**src/rtl/multicycle_ctrl.sv**
```systemverilog
// multicycle_ctrl: multi-cycle LEGv8 control sequencer.
// Steps each instruction through FETCH/DECODE/EXEC/MEM/WB and drives the
// datapath control lines, PC/IR strobes and memory handshakes. A per-request
// wait counter traps on memory timeout; illegal opcodes trap in DECODE.
// Optional feature macro: PERF_CNT_EN adds the retired-instruction counter
// and the instr_count_o port.
module multicycle_ctrl #(
  parameter int WAIT_MAX = 15,
  parameter int CNT_W    = 32
) (
  input  logic              clk_i,
  input  logic              rst_i,
  input  logic [10:0]       opcode_i,
  input  logic              zero_i,
  input  logic              imem_ready_i,
  input  logic              dmem_ready_i,
  output logic              imem_req_o,
  output logic              ir_write_o,
  output logic              pc_write_o,
  output logic              pc_src_o,
  output logic              reg2loc_o,
  output logic              alu_src_o,
  output logic              mem_to_reg_o,
  output logic              reg_write_o,
  output logic              mem_read_o,
  output logic              mem_write_o,
  output logic [1:0]        alu_op_o,
  output logic              trap_o,
  output logic [1:0]        trap_cause_o,
  output logic [2:0]        state_o
`ifdef PERF_CNT_EN
  ,
  output logic [CNT_W-1:0]  instr_count_o
`endif
);

  localparam int WCNT_W = $clog2(WAIT_MAX + 1);

  typedef enum logic [2:0] {
    S_FETCH  = 3'd0,
    S_DECODE = 3'd1,
    S_EXEC   = 3'd2,
    S_MEM    = 3'd3,
    S_WB     = 3'd4,
    S_TRAP   = 3'd5
  } state_e;

  typedef enum logic [1:0] {
    C_R    = 2'd0,
    C_LDUR = 2'd1,
    C_STUR = 2'd2,
    C_CBZ  = 2'd3
  } cls_e;

  localparam logic [1:0] CAUSE_ILLEGAL = 2'b01;
  localparam logic [1:0] CAUSE_TIMEOUT = 2'b10;

  state_e              state_q, state_d;
  cls_e                cls_q, cls_d;
  logic [1:0]          cause_q, cause_d;
  logic [WCNT_W-1:0]   wcnt_q, wcnt_d;

  cls_e                dec_cls;
  logic                dec_legal;
  logic                wait_expired;

  // Opcode classification; only consumed in DECODE.
  always_comb begin
    dec_cls   = C_R;
    dec_legal = 1'b1;
    casez (opcode_i)
      11'b1??0101?000: dec_cls = C_R;
      11'b11111000010: dec_cls = C_LDUR;
      11'b11111000000: dec_cls = C_STUR;
      11'b10110100???: dec_cls = C_CBZ;
      default:         dec_legal = 1'b0;
    endcase
  end

  assign wait_expired = (wcnt_q == WCNT_W'(WAIT_MAX));

  // Next-state and control outputs; everything forced low while in reset.
  always_comb begin
    state_d      = state_q;
    cls_d        = cls_q;
    cause_d      = cause_q;
    wcnt_d       = wcnt_q;
    imem_req_o   = 1'b0;
    ir_write_o   = 1'b0;
    pc_write_o   = 1'b0;
    pc_src_o     = 1'b0;
    reg2loc_o    = 1'b0;
    alu_src_o    = 1'b0;
    mem_to_reg_o = 1'b0;
    reg_write_o  = 1'b0;
    mem_read_o   = 1'b0;
    mem_write_o  = 1'b0;
    alu_op_o     = 2'b00;
    trap_o       = 1'b0;
    if (!rst_i) begin
      case (state_q)
        S_FETCH: begin
          imem_req_o = 1'b1;
          if (imem_ready_i) begin
            ir_write_o = 1'b1;
            pc_write_o = 1'b1;
            state_d    = S_DECODE;
          end else if (wait_expired) begin
            state_d = S_TRAP;
            cause_d = CAUSE_TIMEOUT;
          end else begin
            wcnt_d = wcnt_q + WCNT_W'(1);
          end
        end
        S_DECODE: begin
          if (dec_legal) begin
            cls_d   = dec_cls;
            state_d = S_EXEC;
          end else begin
            state_d = S_TRAP;
            cause_d = CAUSE_ILLEGAL;
          end
        end
        S_EXEC: begin
          case (cls_q)
            C_R: begin
              alu_op_o = 2'b10;
              state_d  = S_WB;
            end
            C_LDUR, C_STUR: begin
              alu_src_o = 1'b1;
              reg2loc_o = (cls_q == C_STUR);
              wcnt_d    = '0;
              state_d   = S_MEM;
            end
            default: begin
              reg2loc_o  = 1'b1;
              alu_op_o   = 2'b01;
              pc_write_o = zero_i;
              pc_src_o   = zero_i;
              wcnt_d     = '0;
              state_d    = S_FETCH;
            end
          endcase
        end
        S_MEM: begin
          // Address selects stay as they were in EXEC for the whole access.
          alu_src_o   = 1'b1;
          reg2loc_o   = (cls_q == C_STUR);
          mem_read_o  = (cls_q == C_LDUR);
          mem_write_o = (cls_q != C_LDUR);
          if (dmem_ready_i) begin
            wcnt_d  = '0;
            state_d = (cls_q == C_LDUR) ? S_WB : S_FETCH;
          end else if (wait_expired) begin
            state_d = S_TRAP;
            cause_d = CAUSE_TIMEOUT;
          end else begin
            wcnt_d = wcnt_q + WCNT_W'(1);
          end
        end
        S_WB: begin
          reg_write_o  = 1'b1;
          mem_to_reg_o = (cls_q == C_LDUR);
          alu_src_o    = (cls_q == C_LDUR);
          wcnt_d       = '0;
          state_d      = S_FETCH;
        end
        S_TRAP: begin
          trap_o = 1'b1;
        end
        default: begin
          state_d = S_FETCH;
          wcnt_d  = '0;
        end
      endcase
    end
  end

  assign state_o      = rst_i ? 3'd0 : state_q;
  assign trap_cause_o = rst_i ? 2'b00 : cause_q;

  // Sequencer state, latched class, trap cause and wait counter.
  always_ff @(posedge clk_i) begin
    if (rst_i) begin
      state_q <= S_FETCH;
      cls_q   <= C_R;
      cause_q <= 2'b00;
      wcnt_q  <= '0;
    end else begin
      state_q <= state_d;
      cls_q   <= cls_d;
      cause_q <= cause_d;
      wcnt_q  <= wcnt_d;
    end
  end

`ifdef PERF_CNT_EN
  logic             retire;
  logic [CNT_W-1:0] cnt_q;

  assign retire = ((state_q == S_EXEC) && (cls_q == C_CBZ)) ||
                  ((state_q == S_MEM) && (cls_q == C_STUR) && dmem_ready_i) ||
                  (state_q == S_WB);

  // Retired-instruction counter; cannot move in TRAP since nothing retires there.
  always_ff @(posedge clk_i) begin
    if (rst_i)       cnt_q <= '0;
    else if (retire) cnt_q <= cnt_q + CNT_W'(1);
  end

  assign instr_count_o = rst_i ? '0 : cnt_q;
`endif

endmodule
```
**config.mk**
```make
export PLATFORM = sky130hd
export DESIGN_NAME = multicycle_ctrl
export DESIGN_NICKNAME = d
export VERILOG_FILES = /design/src/rtl/multicycle_ctrl.sv
export SDC_FILE = /design/constraint.sdc
export NUM_CORES = 1
export LEC_CHECK = 0
export ABC_AREA = 1
export CAP_MARGIN = 20
export CORE_ASPECT_RATIO = 1.25
export CORE_UTILIZATION = 41
export CTS_CLUSTER_SIZE = 12
export DETAILED_ROUTE_END_ITERATION = 6
export GPL_ROUTABILITY_DRIVEN = 1
export HOLD_SLACK_MARGIN = 0.12
export PLACE_DENSITY = 0.79
export SYNTH_ARGS = -nofsm -noshare
export SYNTH_HDL_FRONTEND = slang
export SYNTH_SLANG_ARGS = --single-unit
```
**constraint.sdc**
```tcl
create_clock -name clk_i -period 1.55 [get_ports clk_i]
set_input_delay 0.465 -clock clk_i [delete_from_list [all_inputs] [get_ports clk_i]]
set_output_delay 0.465 -clock clk_i [all_outputs]
set_load 0.01 [all_outputs]
```
; ---- Word-level counts from Yosys, hierarchy flattened
; Cells that the tools add are included.
[totals]
regBits = 11
output_inout_bits = 18
[op_classes]
add_sub_neg = 1
eq_ne = 17
mux = 50
bitwise = 1
reduce_logical = 10
[op_table]
columns = cell, n
row1 = $mux 1, 23
row2 = $eq 11x11->1 const B, 2
row3 = $mux 3, 6
row4 = $eq 8x8->1 const B, 2
row5 = $mux 4, 4
row6 = $pmux 4 s4, 1
row7 = $pmux 3 s5, 1
row8 = $mux 2, 7
row9 = $pmux 2 s3, 2
row10 = $ne 2x2->1 const B, 4
row11 = $eq 3x2->1 const B, 2
row12 = $eq 3x3->1 const B, 2
row13 = $pmux 1 s2, 3
row14 = $pmux 3 s2, 1
row15 = $add 4x1->4 const B, 1
row16 = $eq 4x4->1 const B, 1
row17 = $pmux 2 s2, 1
row18 = $reduce_and 4->1, 1
row19 = $reduce_or 2->1, 2
row20 = $reduce_or 4->1, 1
row21 = $eq 3x1->1 const B, 1
row22 = $logic_not 3->1, 1
row23 = $pmux 1 s3, 1
row24 = $reduce_and 3->1, 1
row25 = 8 further kinds, 8

; ---- Depth between registers and ports, before layout
; Gate-level depths: netlist of run 1.
[depth]
word_depth = 5
depth_mapped = 11

; ---- Worst setup path after synthesis of run 1
; OpenSTA, ideal clock, no wires.
[synth_path]
path_kind = in2out
from = input port rst_i
to = output port pc_write_o
arrival_time_ps = 1187
path_slack_ps = -102
cell_stages = 3
path_buffers = 1
path_cell_list = clkbuf_1 nor2_1 or2_2
[synth_between]
elab_chain_len = 1
[synth_rtl]
columns = item, line_no
row1 = start: declaration, 12  ; input logic rst_i,
row2 = $mux 1, 100  ; if (!rst_i) begin
row3 = end: declaration, 19  ; output logic pc_write_o,
; No other way between the ends.

; ---- Worst setup path after layout of run 1
[layout_path]
from = register cls_q[0]
to = output port alu_src_o
[layout_between]
elab_chain_len = 5
word_cells_on_any_way = 6
cone_classes = eq/ne (2) / mux (3) / reduce/logical (1)
[layout_rtl]
columns = item, line_no
row1 = start: declaration, 59  ; cls_e cls_q, cls_d;
row2 = start signal: assignment, 192  ; cls_q <= cls_d;
row3 = $eq 2x2->1 / $eq 2x1->1 (equally long branches), "125, 165"
row4 = $reduce_or 2->1, -
row5 = $mux 1, 125  ; case (cls_q)
row6 = $pmux 1 s3 (*), 101  ; case (state_q)
row7 = $mux 1 (*), 100
row8 = end: declaration, 22  ; output logic alu_src_o,
; Mark *: on every way between the ends. The rest lies on a longest branch, timed or not.

==> results of run 1 <==
[cell families after synthesis]
| logic type | after synthesis |
|---|---|
| simple gates | 109 |
| buf+inv | 31 |
| compound gates | 17 |
| flops | 11 |
| fa+ha+maj | 6 |
| xor+xnor | 1 |
[Yosys cell counts, types with 3 or more instances]
cell     instances  area share [%]
nand2_2          5             3.1
o21ai_0          3             1.5
nor2_1          34              13
inv_2            3             1.1
nand3_1          7             3.5
nor3_1           6             3.0
nand2_1         44              16
inv_1           26             9.6
nor2_2           3             1.8
dfxtp_1         11              22
o21ai_1          3             1.5
ha_1             6             7.4
a21oi_1          7             3.5
[metrics by stage]
stage          setup TNS (ns)  hold slack, ns  worst slack, ns  power [mW]
4_1_cts                 -3.37           0.469           -0.305        1.50
5_1_grt                 -4.95           0.551           -0.474        1.89
6_report                -4.04           0.506           -0.446        1.80
3_5_place_dp           -15.75           0.459           -0.871        1.20
3_3_place_gp           -14.51           0.448           -0.806        1.17
2_1_floorplan         -0.0191           0.432         -0.00979       0.843
[layer usage]
layer  vias up  track usage, %
li1        704               -
met1       703            25.4
met2       134            56.3
met3        53            5.30
met4         0            16.0
met5         -               0
[worst register-to-register path, delay by kind of cell, from the launching register on]
| family | cells | cell delay (ns) |
|---|---|---|
| simple gates | 7 | 0.60 |
| flops | 1 | 0.38 |
| buf+inv | 3 | 0.38 |
| compound gates | 1 | 0.09 |
[layout make-up]
| class | count | area, um2 | area share (%) |
|---|---|---|---|
| Inverter | 29 | 121 | 6.15 |
| Tap cell | 31 | 38.8 | 1.97 |
| Timing Repair Buffer | 77 | 644 | 32.7 |
| Clock buffer | 4 | 26.3 | 1.33 |
| Sequential cell | 11 | 236 | 12.0 |
| Multi-Input combinational cell | 133 | 906 | 45.9 |
[path summary, 6_finish.rpt]
kind                      to  slack (ns)  cells after the start
setup / recovery   alu_src_o       -0.45                      5
setup reg to reg  cause_q[1]       -0.02                     11
hold reg to reg   cause_q[0]        0.51                      2
hold / removal    cause_q[0]        0.51                      2
[power groups by stage]
stage	logic, mW	clock network, mW	registers [mW]
after floorplan	0.439	0	0.405
after global placement	0.764	0	0.407
after detailed placement	0.790	0	0.410
after CTS	0.880	0.203	0.416
after global routing	1.24	0.222	0.426
final	1.16	0.214	0.421
[what timing repair did]
action / in CTS / in global routing
endpoints found under the setup margin: 20 / 25
pin swaps: 14 / 21
hold endpoints to repair: 0 / 0
gates cloned: 1 / 0
resized for setup: 120 / 50
setup buffers: 8 / 7
[sequential cells by signal (all words and copies together) (netlist names)]
name,cells
state_q,3
cause_q,2
cls_q,2
wcnt_q,4
==> impl_metrics.toml, run 1 <==
[sta]
finalHoldViolations = 0
layout_setup_ws_ns = -0.446
setup_viol = 20
finalCriticalPeriod_ns = 2.00
max_freq_ghz = 0.501
rsz0062_at_grt = "yes"
skew_ns = 0.0104
relSlewSlack_pct = 83.5
fin_crit_sh_pct = 129
maxSlewViolCount = 0
max_slew.worst_pin.slew_ns = 0.246

[synthesis]
syn_inst = 175
syn_avg_cell_area_um2 = 5.80
synth_seq_cells = 11
syn_area_mm2 = 0.00101
synth.net_count = 197
synth_top_family_by_area = "simple AND/OR/NAND/NOR gates"
ys_types = 26
synth_compound_area_share_pct = 9.25
async_flop_share_pct = 0
synth-edff-count = 0
yosys_warnings = 0
synthAdderAreaFrac_pct = 7.40
yosys.area_share.xor_xnor_pct = 0.863
synthFlopType = "dfxtp_1"
synthMuxAreaShare_pct = 0
synth_simple_gate_area_share_pct = 49.3
synth_seq_area_share_pct = 21.7

[worst_setup_path]
cp.required_ns = 1.08
cp.arrival_ns = 1.53
crit_fanout = 3
path_buf_inv = 2
path_cells = "buf_6 -> ha_4 -> nand4_1 -> a31oi_1 -> buf_2"
crit_start = "cls_q[0]"
timing.rr.start = "state_q[2]"
end_kind = "primary output"
start_kind = "register"
worst_path_max_delay_cell = "dfxtp_2"
max_stage_delay_ns = 0.36
critical_path_class = "register to primary output"
cp_top_family = "flip-flops"

[place]
numPortBuffers = 33
gp_congestion = 0.845
dpl_cell_area_mm2 = 0.00161
hpwl_mm = 2.33
dp.cells = 266

[clock_tree]
hold_buffers = 0
cts_buffer_depth = 2
insertion_delay_ns = 0.29
htreeDepth = 1
clk_pin_slew_worst_paths_ns = 0.08
cts_tree = "built"
cts_root_buf = "clkbuf_4"
cts_sinks = 11
cts_buffers = 3

[finish]
post_layout_nonfiller_instances = 285
layout_common_cells = "nand2_1 (37), buf_4 (31), inv_1 (20)"
fill_cells = 115
diodes = 0
nNetsFinal = 277
finish.instance_area_mm2 = 0.00197
fin_util_pct = 87.4
area_growth_syn_to_layout_pct = 94.5
final_layout_size_suffix_gt1_share_pct = 50.8
layout_commonest_cell = "nand2_1"

[grt]
grt_max_degree = 8
grt_util_all_layers_pct = 29.0
grt_pass1_wl_mm = 5.59
antenna_found_initial = 0
grt_pass1_vias = 1372
overflow = 0

[pwr]
p_leak_nw = 1.04
comb_power_share_pct = 64.7
powerDensity_mw_per_mm2 = 912
p_int_mw = 0.993
switching_share_pct = 44.8
p_seq_share_pct = 23.4
clkPwrFrac_pct = 11.9
switching_power_mw = 0.807
ir_drop_uv = 929

[routing]
drt_iter0_drc = 99
wl_met2_mm = 2.50
vias_per_cell = 5.59
wirelength_mm = 5.10
via_count = 1594
routedWlPerCell_um = 17.9
top_layer = "met4"
drt-met1-wl_mm = 1.69
ant_nets = 0
firstDrtPassIters = 4
route.met3.wl_um = 456
route.detailed.drc = 0

[die]
dieArea_mm2 = 0.00268
die_w_um = 46.5
ios = 34
rows = 19
fp.coreArea_mm2 = 0.00226
die_y_um = 57.6
initial_core_util_pct = 44.9

[outcome]
status = "finished, violations left"
violations = "setup timing"

[flow_run]
maxCapViolations = 0

[hold_path]
hold_path_class = "register to register"
holdCritStartpoint = "cause_q[0]"
Power figures use the tool's default switching activity.
==> run 2, diff against run 1 <==
--- a/config.mk
+++ b/config.mk
@@ -9,6 +9,7 @@
 export CAP_MARGIN = 20
 export CORE_ASPECT_RATIO = 1.25
 export CORE_UTILIZATION = 41
+export CTS_CLUSTER_DIAMETER = 50
 export CTS_CLUSTER_SIZE = 12
 export DETAILED_ROUTE_END_ITERATION = 6
 export GPL_ROUTABILITY_DRIVEN = 1
==> results of run 2 <==
The final DEF is identical to that of run 1; final timing and power are the same.
==> run 3, diff against run 2 <==
--- a/config.mk
+++ b/config.mk
@@ -18,3 +18,4 @@
 export SYNTH_ARGS = -nofsm -noshare
 export SYNTH_HDL_FRONTEND = slang
 export SYNTH_SLANG_ARGS = --single-unit
+export TNS_END_PERCENT = 5
==> impl_metrics.toml, run 3 (synthesized netlist as in run 1, its figures left out) <==
[clock_tree]
cts_buffers = 3
clk_pin_slew_worst_paths_ns = 0.07
cts_root_buf = "clkbuf_4"
insertion_delay_ns = 0.27
cts_sinks = 11
cts_tree = "built"
htreeDepth = 1
cts_buffer_depth = 2

[worst_setup_path]
cp.arrival_ns = 1.41
start_kind = "register"
critical_path_class = "register to primary output"
crit_fanout = 3
end_kind = "primary output"
cp.required_ns = 1.08

[sta]
finalCriticalPeriod_ns = 1.87
relSlewSlack_pct = 84.7
finalHoldViolations = 0
rsz0062_at_grt = "yes"
maxSlewViolCount = 0
max_freq_ghz = 0.534
setup_tns_ns = -3.00
max_slew.worst_pin.slew_ns = 0.228
fin_crit_sh_pct = 121
setup_viol = 18
layout_setup_ws_ns = -0.321
skew_ns = 0.00181

[grt]
grt_util_all_layers_pct = 24.3
overflow = 0
grt_pass1_wl_mm = 4.88
grt_max_degree = 16
antenna_found_initial = 0
grt_pass1_vias = 1260

[finish]
fin_util_pct = 77.1
seqCellArea_um2 = 234
layout_common_cells = "nand2_1 (37), buf_4 (29), nor2_1 (25)"
area_growth_syn_to_layout_pct = 71.6
nNetsFinal = 265
fill_cells = 160
multi_input_area_um2 = 817
max_flop_register = "wcnt_q"
final_layout_size_suffix_gt1_share_pct = 42.6
largest_reg_flops = 4
reg_top3 = "wcnt_q x4, state_q x3"
layout_commonest_cell = "nand2_1"
diodes = 0

[pwr]
comb_power_share_pct = 57.4
p_leak_nw = 0.942
p_int_mw = 0.842
ir_drop_uv = 759
p_seq_share_pct = 29.0
switching_power_mw = 0.594
switching_share_pct = 41.4
powerDensity_mw_per_mm2 = 824
clkPwrFrac_pct = 13.7

[routing]
route.detailed.drc = 0
vias_per_cell = 4.83
routedWlPerCell_um = 11.4
drt_iter0_drc = 31
firstDrtPassIters = 4
ant_nets = 0
via_count = 1318
wirelength_mm = 3.11

[flow_run]
maxCapViolations = 0

[place]
place_ws_ns = -0.871
hpwl_mm = 2.33
gp_congestion = 0.845
numPortBuffers = 33

[outcome]
status = "finished, violations left"
violations = "setup timing"

[die]
die_w_um = 46.5
fp.coreArea_mm2 = 0.00226
initial_core_util_pct = 44.9
ios = 34
rows = 19
dieArea_mm2 = 0.00268
die_y_um = 57.6

[hold_path]
hold_path_class = "register to register"
==> run 3: cell type report <==
cell class	count	share of cell area, %
Multi-Input combinational cell	133	46.9
Inverter	29	6.68
Tap cell	31	2.23
Timing Repair Buffer	65	29.2
Sequential cell	11	13.4
Clock buffer	4	1.51
==> run 3: worst max-delay path, cell delays in order (launching register included) <==
cell and delay (ns):
dfxtp_4 0.37, inv_4 0.05, ha_4 0.29, nand2_4 0.06, a31oi_1 0.19, buf_2 0.17
==> run 3: path summary, 6_finish.rpt <==
path                            startpoint          to  slack (ns)  cells past startpoint
worst max-delay path              cls_q[1]   alu_src_o       -0.32                      5
worst max register to register    cls_q[1]   wcnt_q[0]        0.11                      9
worst min register to register  cause_q[0]  cause_q[0]        0.47                      2
worst min-delay path            cause_q[0]  cause_q[0]        0.47                      2
==> run 3: per-layer routing <==
metal	routed length, um	track usage, %	up-vias
li1	-	-	680
met1	1200	24.9	594
met2	1730	48.4	42
met3	157	3.12	2
met4	22	5.04	0
met5	0	0	-
==> run 3: power by group through the flow <==
| stage | clock, mW | combinational, mW | sequential [mW] |
|---|---|---|---|
| 6_report | 0.196 | 0.824 | 0.416 |
| 5_1_grt | 0.226 | 0.915 | 0.423 |
| 4_1_cts | 0.203 | 0.794 | 0.408 |
| 3_5_place_dp | 0 | 0.790 | 0.410 |
| 3_3_place_gp | 0 | 0.764 | 0.407 |
| 2_1_floorplan | 0 | 0.439 | 0.405 |
==> run 3: repair_timing <==
action | CTS | global route
hold buffers | 0 | 0
setup endpoints to repair | 20 | 25
setup buffers | 4 | 0
endpoints found under the hold margin | 0 | 0
pin swaps | 5 | 5
gates resized for setup | 102 | 23
==> run 3: metrics by stage <==
step	std cells	power [mW]	hold slack [ns]	instance area (um2)
2_1_floorplan	175	0.843	0.432	1040
3_3_place_gp	266	1.17	0.448	1610
3_5_place_dp	266	1.20	0.459	1610
4_1_cts	273	1.41	0.469	1690
5_1_grt	273	1.56	0.523	1740
6_report	273	1.44	0.472	1740
